## config.mk

```make
export PLATFORM = sky130hd
export DESIGN_NAME = imem_boot_loader
export DESIGN_NICKNAME = d
export VERILOG_FILES = /design/src/rtl/imem_boot_loader.sv
export SDC_FILE = /design/constraint.sdc
export NUM_CORES = 1
export LEC_CHECK = 0
export ABC_CLOCK_PERIOD_IN_PS = 4900
export CORE_MARGIN = 5
export CORE_UTILIZATION = 35
export DETAILED_ROUTE_END_ITERATION = 8
export GPL_TIMING_DRIVEN = 0
export PLACE_DENSITY = 0.59
export SLEW_MARGIN = 20
export SYNTH_ARGS = -nofsm -noshare
export SYNTH_HDL_FRONTEND = slang
export SYNTH_SLANG_ARGS = --single-unit
```

## constraint.sdc

```tcl
create_clock -name clk -period 4.9 [get_ports clk]
set_input_delay 1.47 -clock clk [delete_from_list [all_inputs] [get_ports clk]]
set_output_delay 1.47 -clock clk [all_outputs]
set_load 0.01 [all_outputs]
```

## src/rtl/imem_boot_loader.sv

```systemverilog
// imem_boot_loader: streams instruction words into IMEM while holding
// the core in reset, then releases it to run the fresh image.
module imem_boot_loader #(
  parameter int ADDR_WIDTH = 10,
  parameter logic [ADDR_WIDTH-1:0] BASE_ADDR = '0
) (
  input  logic                  clk,
  input  logic                  rst_n,
  input  logic                  start,
  input  logic [ADDR_WIDTH:0]   len,
  input  logic                  s_valid,
  input  logic [31:0]           s_data,
  output logic                  s_ready,
  output logic                  imem_we,
  output logic [ADDR_WIDTH-1:0] imem_addr,
  output logic [31:0]           imem_wdata,
  output logic                  core_rst_n,
  output logic                  busy,
  output logic                  done,
  output logic                  err,
  output logic [31:0]           checksum
);

  typedef enum logic [1:0] {
    IDLE,
    LOAD,
    FLUSH,
    RUN
  } state_t;

  localparam logic [ADDR_WIDTH:0] MAX_LEN =
    {1'b1, {ADDR_WIDTH{1'b0}}};
  localparam logic [ADDR_WIDTH:0] ONE =
    {{ADDR_WIDTH{1'b0}}, 1'b1};

  state_t                state_q, state_d;
  logic [ADDR_WIDTH:0]   len_q, len_d;
  logic [ADDR_WIDTH:0]   count_q, count_d;
  logic                  we_q, we_d;
  logic [ADDR_WIDTH-1:0] addr_q, addr_d;
  logic [31:0]           wdata_q, wdata_d;
  logic                  done_q, done_d;
  logic                  err_q, err_d;
  logic [31:0]           sum_q, sum_d;

  always_comb begin
    state_d = state_q;
    len_d   = len_q;
    count_d = count_q;
    we_d    = 1'b0;
    addr_d  = addr_q;
    wdata_d = wdata_q;
    done_d  = 1'b0;
    err_d   = err_q;
    sum_d   = sum_q;
    unique case (state_q)
      IDLE, RUN: begin
        if (start) begin
          if (len > MAX_LEN) begin
            err_d = 1'b1;
          end else begin
            count_d = '0;
            sum_d   = '0;
            len_d   = len;
            state_d = (len == '0) ? FLUSH : LOAD;
          end
        end
      end
      LOAD: begin
        if (s_valid) begin
          we_d    = 1'b1;
          addr_d  = BASE_ADDR + count_q[ADDR_WIDTH-1:0];
          wdata_d = s_data;
          sum_d   = sum_q + s_data;
          count_d = count_q + ONE;
          if (count_q == len_q - ONE) begin
            state_d = FLUSH;
          end
        end
      end
      FLUSH: begin
        // last word is written this cycle; core starts next cycle
        state_d = RUN;
        done_d  = 1'b1;
      end
      default: state_d = IDLE;
    endcase
  end

  always_ff @(posedge clk or negedge rst_n) begin
    if (!rst_n) begin
      state_q <= IDLE;
      len_q   <= '0;
      count_q <= '0;
      we_q    <= 1'b0;
      addr_q  <= '0;
      wdata_q <= '0;
      done_q  <= 1'b0;
      err_q   <= 1'b0;
      sum_q   <= '0;
    end else begin
      state_q <= state_d;
      len_q   <= len_d;
      count_q <= count_d;
      we_q    <= we_d;
      addr_q  <= addr_d;
      wdata_q <= wdata_d;
      done_q  <= done_d;
      err_q   <= err_d;
      sum_q   <= sum_d;
    end
  end

  assign s_ready    = (state_q == LOAD);
  assign core_rst_n = (state_q == RUN);
  assign busy       = (state_q == LOAD) || (state_q == FLUSH);
  assign imem_we    = we_q;
  assign imem_addr  = addr_q;
  assign imem_wdata = wdata_q;
  assign done       = done_q;
  assign err        = err_q;
  assign checksum   = sum_q;

endmodule

```

==> out/results.env <==
FLOORPLAN.DIE_AREA_UM2=19640
POWER.SHARE.COMBINATIONAL_PCT=51.2
DIE-HEIGHT_UM=140.2
YS_WARN_COUNT=0
CRITICAL_PATH.MAX_STAGE_DELAY_NS=0.50
AREAGROWTHSYNTHTOFINISH_PCT=31.84
CRITPATHKIND='in -> reg'
SYNTH_TOP_AREA_SHARE_PCT=42.63
SYN_INST=598
RR_STARTPOINT='checksum[0]'
POST_CTS_BUFFERS=0
HPWLAFTERDP_MM=12.16
MIN-DELAY-START='err'
POWER_FRAC_CLOCK_PCT=18.4
CTS.REPORTEDPATHS.CLKPINSLEW_NS=0.08
ROUTE.DETAILED.WL_PER_INST_UM=16.96
REPORT.FINAL.SLEW_VIOL_COUNT=0
MAPPEDNETLISTAREA_UM2=5929
CTSRESIZECOUNT=0
SHARE_SEQ_OF_TOTAL_POWER_PCT=30.4
CORE-AREA_UM2=16580
STARTPOINT='s_data[0]'
END_KIND='flop'
CLOCK.FMAX_MHz=223.4
WIRELENGTH_MM=16.29
P_SWITCHING_mW=1.718
MAX_CAP_VIOL_COUNT=0
DRT-VIAS-PER-INSTANCE=5.308
LAYOUTNONFILLERINSTCOUNT=960
GRT.TOTAL_USAGE_PCT=16.63
SYNTH_COMMON_CELLS='101 x dfrtp_1, 62 x nand2_1, 51 x o21ai_0, 49 x mux2_2, 36 x ha_1'
TIMING_HOLD_VIOLATIONS_FINAL=0
DIEWIDTH_UM=140.2
SETUP_VIOL=0
SYNTH-SEQ-CELLS=101
REG2REG_TO='checksum[30]'
DRT_DRC_VIOLATIONS_LEFT=0
SYNTH_SEQ_AREA_SHARE_PCT=42.63
DRT_PASS1_ITERATIONS=4
STATIC-LEAKAGE-POWER_nW=3.349
TRITONCTS_NUM_SINKS=101
R2R.WORST_PATH.CELLS=10
ANTENNA-DIODE-COUNT=0
FINISH.NET_COUNT=819
CLOCK_SKEW_NS=0.008349
SYNTH.AVG_CELL_AREA_UM2=9.915
TIMING.FINAL.CRIT_PERIOD_NS=4.477
WORST_SKEW_PAIR.LATE_LATENCY_NS=0.36
CLK_TREE_ROOT_CELL='clkbuf_16'
SETUP.WORST_PATH.START_CLASS='primary input'
GRT_PASS1_WL_MM=26.59
CRITICAL_PATH_REQUIRED_NS=5.12
SYNTH_EDF_COUNT=0
CTS_MADE_BUFFERS=9
YOSYSMOSTFREQUENTCELL='dfrtp_1'
ANT_NETS=0
OUTCOME='finished clean'
GRT_REMAINING_OVERFLOW=0
CELLPOWERDENSITY_nW_PER_UM2=563.8
CRITICAL_PATH_ARRIVAL_NS=4.70
TIMING.SLEW.HEADROOM_PCT=50.37
CLOCK_TREE_FROM_TRITONCTS='built'
CRITPATHMAXFANOUT=4
DRT_INITIAL_VIOLATIONS=314
NUMPORTBUFFERS=125
CRIT_CHAIN='clkdlybuf4s50_1 > ha_1 > fa_1 > a21oi_1 > o221ai_1 > o211ai_1 > a31oi_1 > a21oi_1 > o21ai_0 > xnor2_1 > o21ai_0'
CTS_BUFFER_DEPTH=2
SYN_NETS=682
HOLDCRITPATHCLASS='reg -> reg'
SYNTH-MAIN-FF-CELL='dfrtp_1'
DESIGN.PORTCOUNT=127
POWER_REPORT.INTERNAL_TOTAL_mW=2.689
ROUTED-VIA-COUNT=5096
IR_DROP_uV=231.9
SETUP.REG_TO_REG.WORST_SLACK_NS=1.60
LIBRARY_CELL_CONTRIBUTING_THE_LARGEST_SINGLE_DELAY_ON_THE_CRITICAL_PATH='a21oi_1'
GRT_SETUP_UNREPAIRED='false'
WORST_HOLD_SLACK_NS=0.4868
MIN_PERIOD_OVER_PERIOD_PCT=91.37
START_UTIL_PCT=35.76
CTSHTREEMAXLEVEL=3
SW_FRAC_OF_TOTAL_PCT=38.99
TIMING_WORST_SLEW_PIN_VALUE_NS=0.7444
ROW_COUNT=47
CTS_HOLD_BUFFERS=0
MIN_PATH_CELLS=1
ASYNC_FLOP_SHARE_PCT=100.0
DRIVE_GT1_SHARE_PCT=10.00
GRT_START_MAX_NET_PINS=64
ANTENNA_VIOLATIONS_BEFORE_REPAIR=0
FIRST_GLOBAL_VIAS=5194
SYNTH_TOP_CELLS_BY_AREA='dfrtp_1 43%, mux2_2 9.3%, ha_1 7.6%, o21ai_0 4.3%, nand2_1 3.9%'
YOSYSTOPAREACELL='dfrtp_1'
YOSYSUNIQUECELLTYPES=65
GP_CONGESTION=0.8675
WHS_ENDPOINT='err'
POST-PLACE-CELLS=944
FILLCELLCOUNT=1573
-- worst max-delay path by stage --
stage,cells after the start,to
floorplan,10,checksum[28]
finish,11,checksum[30]
detailed placement,11,checksum[30]
global placement,1,imem_wdata[7]
global route,11,checksum[30]
CTS,11,checksum[30]
-- per-stage QoR --
stage / power, mW / instance area [um^2] / setup TNS, ns / util, % / setup WS, ns
floorplan: 2.660 / 5929 / 0 / - / 1.094
global placement: 3.571 / 7456 / -169.39 / 44.96 / -1.685
detailed placement: 3.632 / 7485 / 0 / 45.13 / 0.07971
CTS: 4.468 / 7818 / 0 / 47.14 / 0.4260
global route: 4.736 / 7818 / 0 / 47.14 / 0.2197
finish: 4.407 / 7818 / 0 / 47.14 / 0.4229
-- power by group through the flow --
stage | clock network, mW | logic, mW | registers, mW
5_1_grt | 0.870 | 2.48 | 1.38
6_report | 0.813 | 2.26 | 1.34
3_5_place_dp | 0 | 2.27 | 1.36
2_1_floorplan | 0 | 1.23 | 1.42
4_1_cts | 0.840 | 2.29 | 1.34
3_3_place_gp | 0 | 2.23 | 1.34
-- kinds of logic (layout without fill, tap and decap cells) --
logic type	after synthesis	count (layout)	share of synthesized area, %
compound gates	148	148	15.70
xor+xnor	45	45	6.647
fa+ha+maj	37	37	7.934
buf+inv	41	183	2.659
flops	101	101	42.62
mux	55	55	10.40
simple gates	171	171	14.03
-- sequential cells by signal, summed over array words and instances (netlist names) --
signal and flops:
checksum 32, imem_wdata 32, count_q 11, len_q 11, imem_addr 10, state_q 2, done 1, err 1
imem_we 1
-- critical path: cells and delay by family --
family	cells	cell delay [ns]
xor+xnor	1	0.17
compound gates	7	1.95
buf+inv	1	0.44
fa+ha+maj	2	0.66
-- cells in the final DEF, fill, tap and decap left out, types with 8 or more instances in the layout --
master,instances
xnor2_1,21
nor2_1,34
clkbuf_16,9
nand3_1,17
mux2_2,49
nand2_1,62
nor3_1,13
o21ai_0,51
a21oi_1,30
a21o_1,8
ha_1,36
inv_1,18
clkdlybuf4s50_1,124
dfrtp_1,101
xor2_1,24
clkbuf_1,16
-- metal layers --
layer,track usage [%],routed length (um),vias to the layer above
met3,3.783,932,20
li1,-,-,2451
met4,4.895,208,0
met2,26.89,7676,133
met1,22.35,7469,2492
met5,0,0,-
-- area by class of cell --
type / count / area (um^2) / share of cell area [%]
Timing Repair Buffer: 126 / 1280 / 16.37
Clock buffer: 10 / 239.0 / 3.057
Clock inverter: 6 / 93.84 / 1.200
Tap cell: 220 / 275.3 / 3.521
Multi-Input combinational cell: 456 / 3244 / 41.50
Inverter: 18 / 67.56 / 0.8643
Sequential cell: 101 / 2527 / 32.33
Buffer: 23 / 90.09 / 1.152
Power figures use the tool's default switching activity.
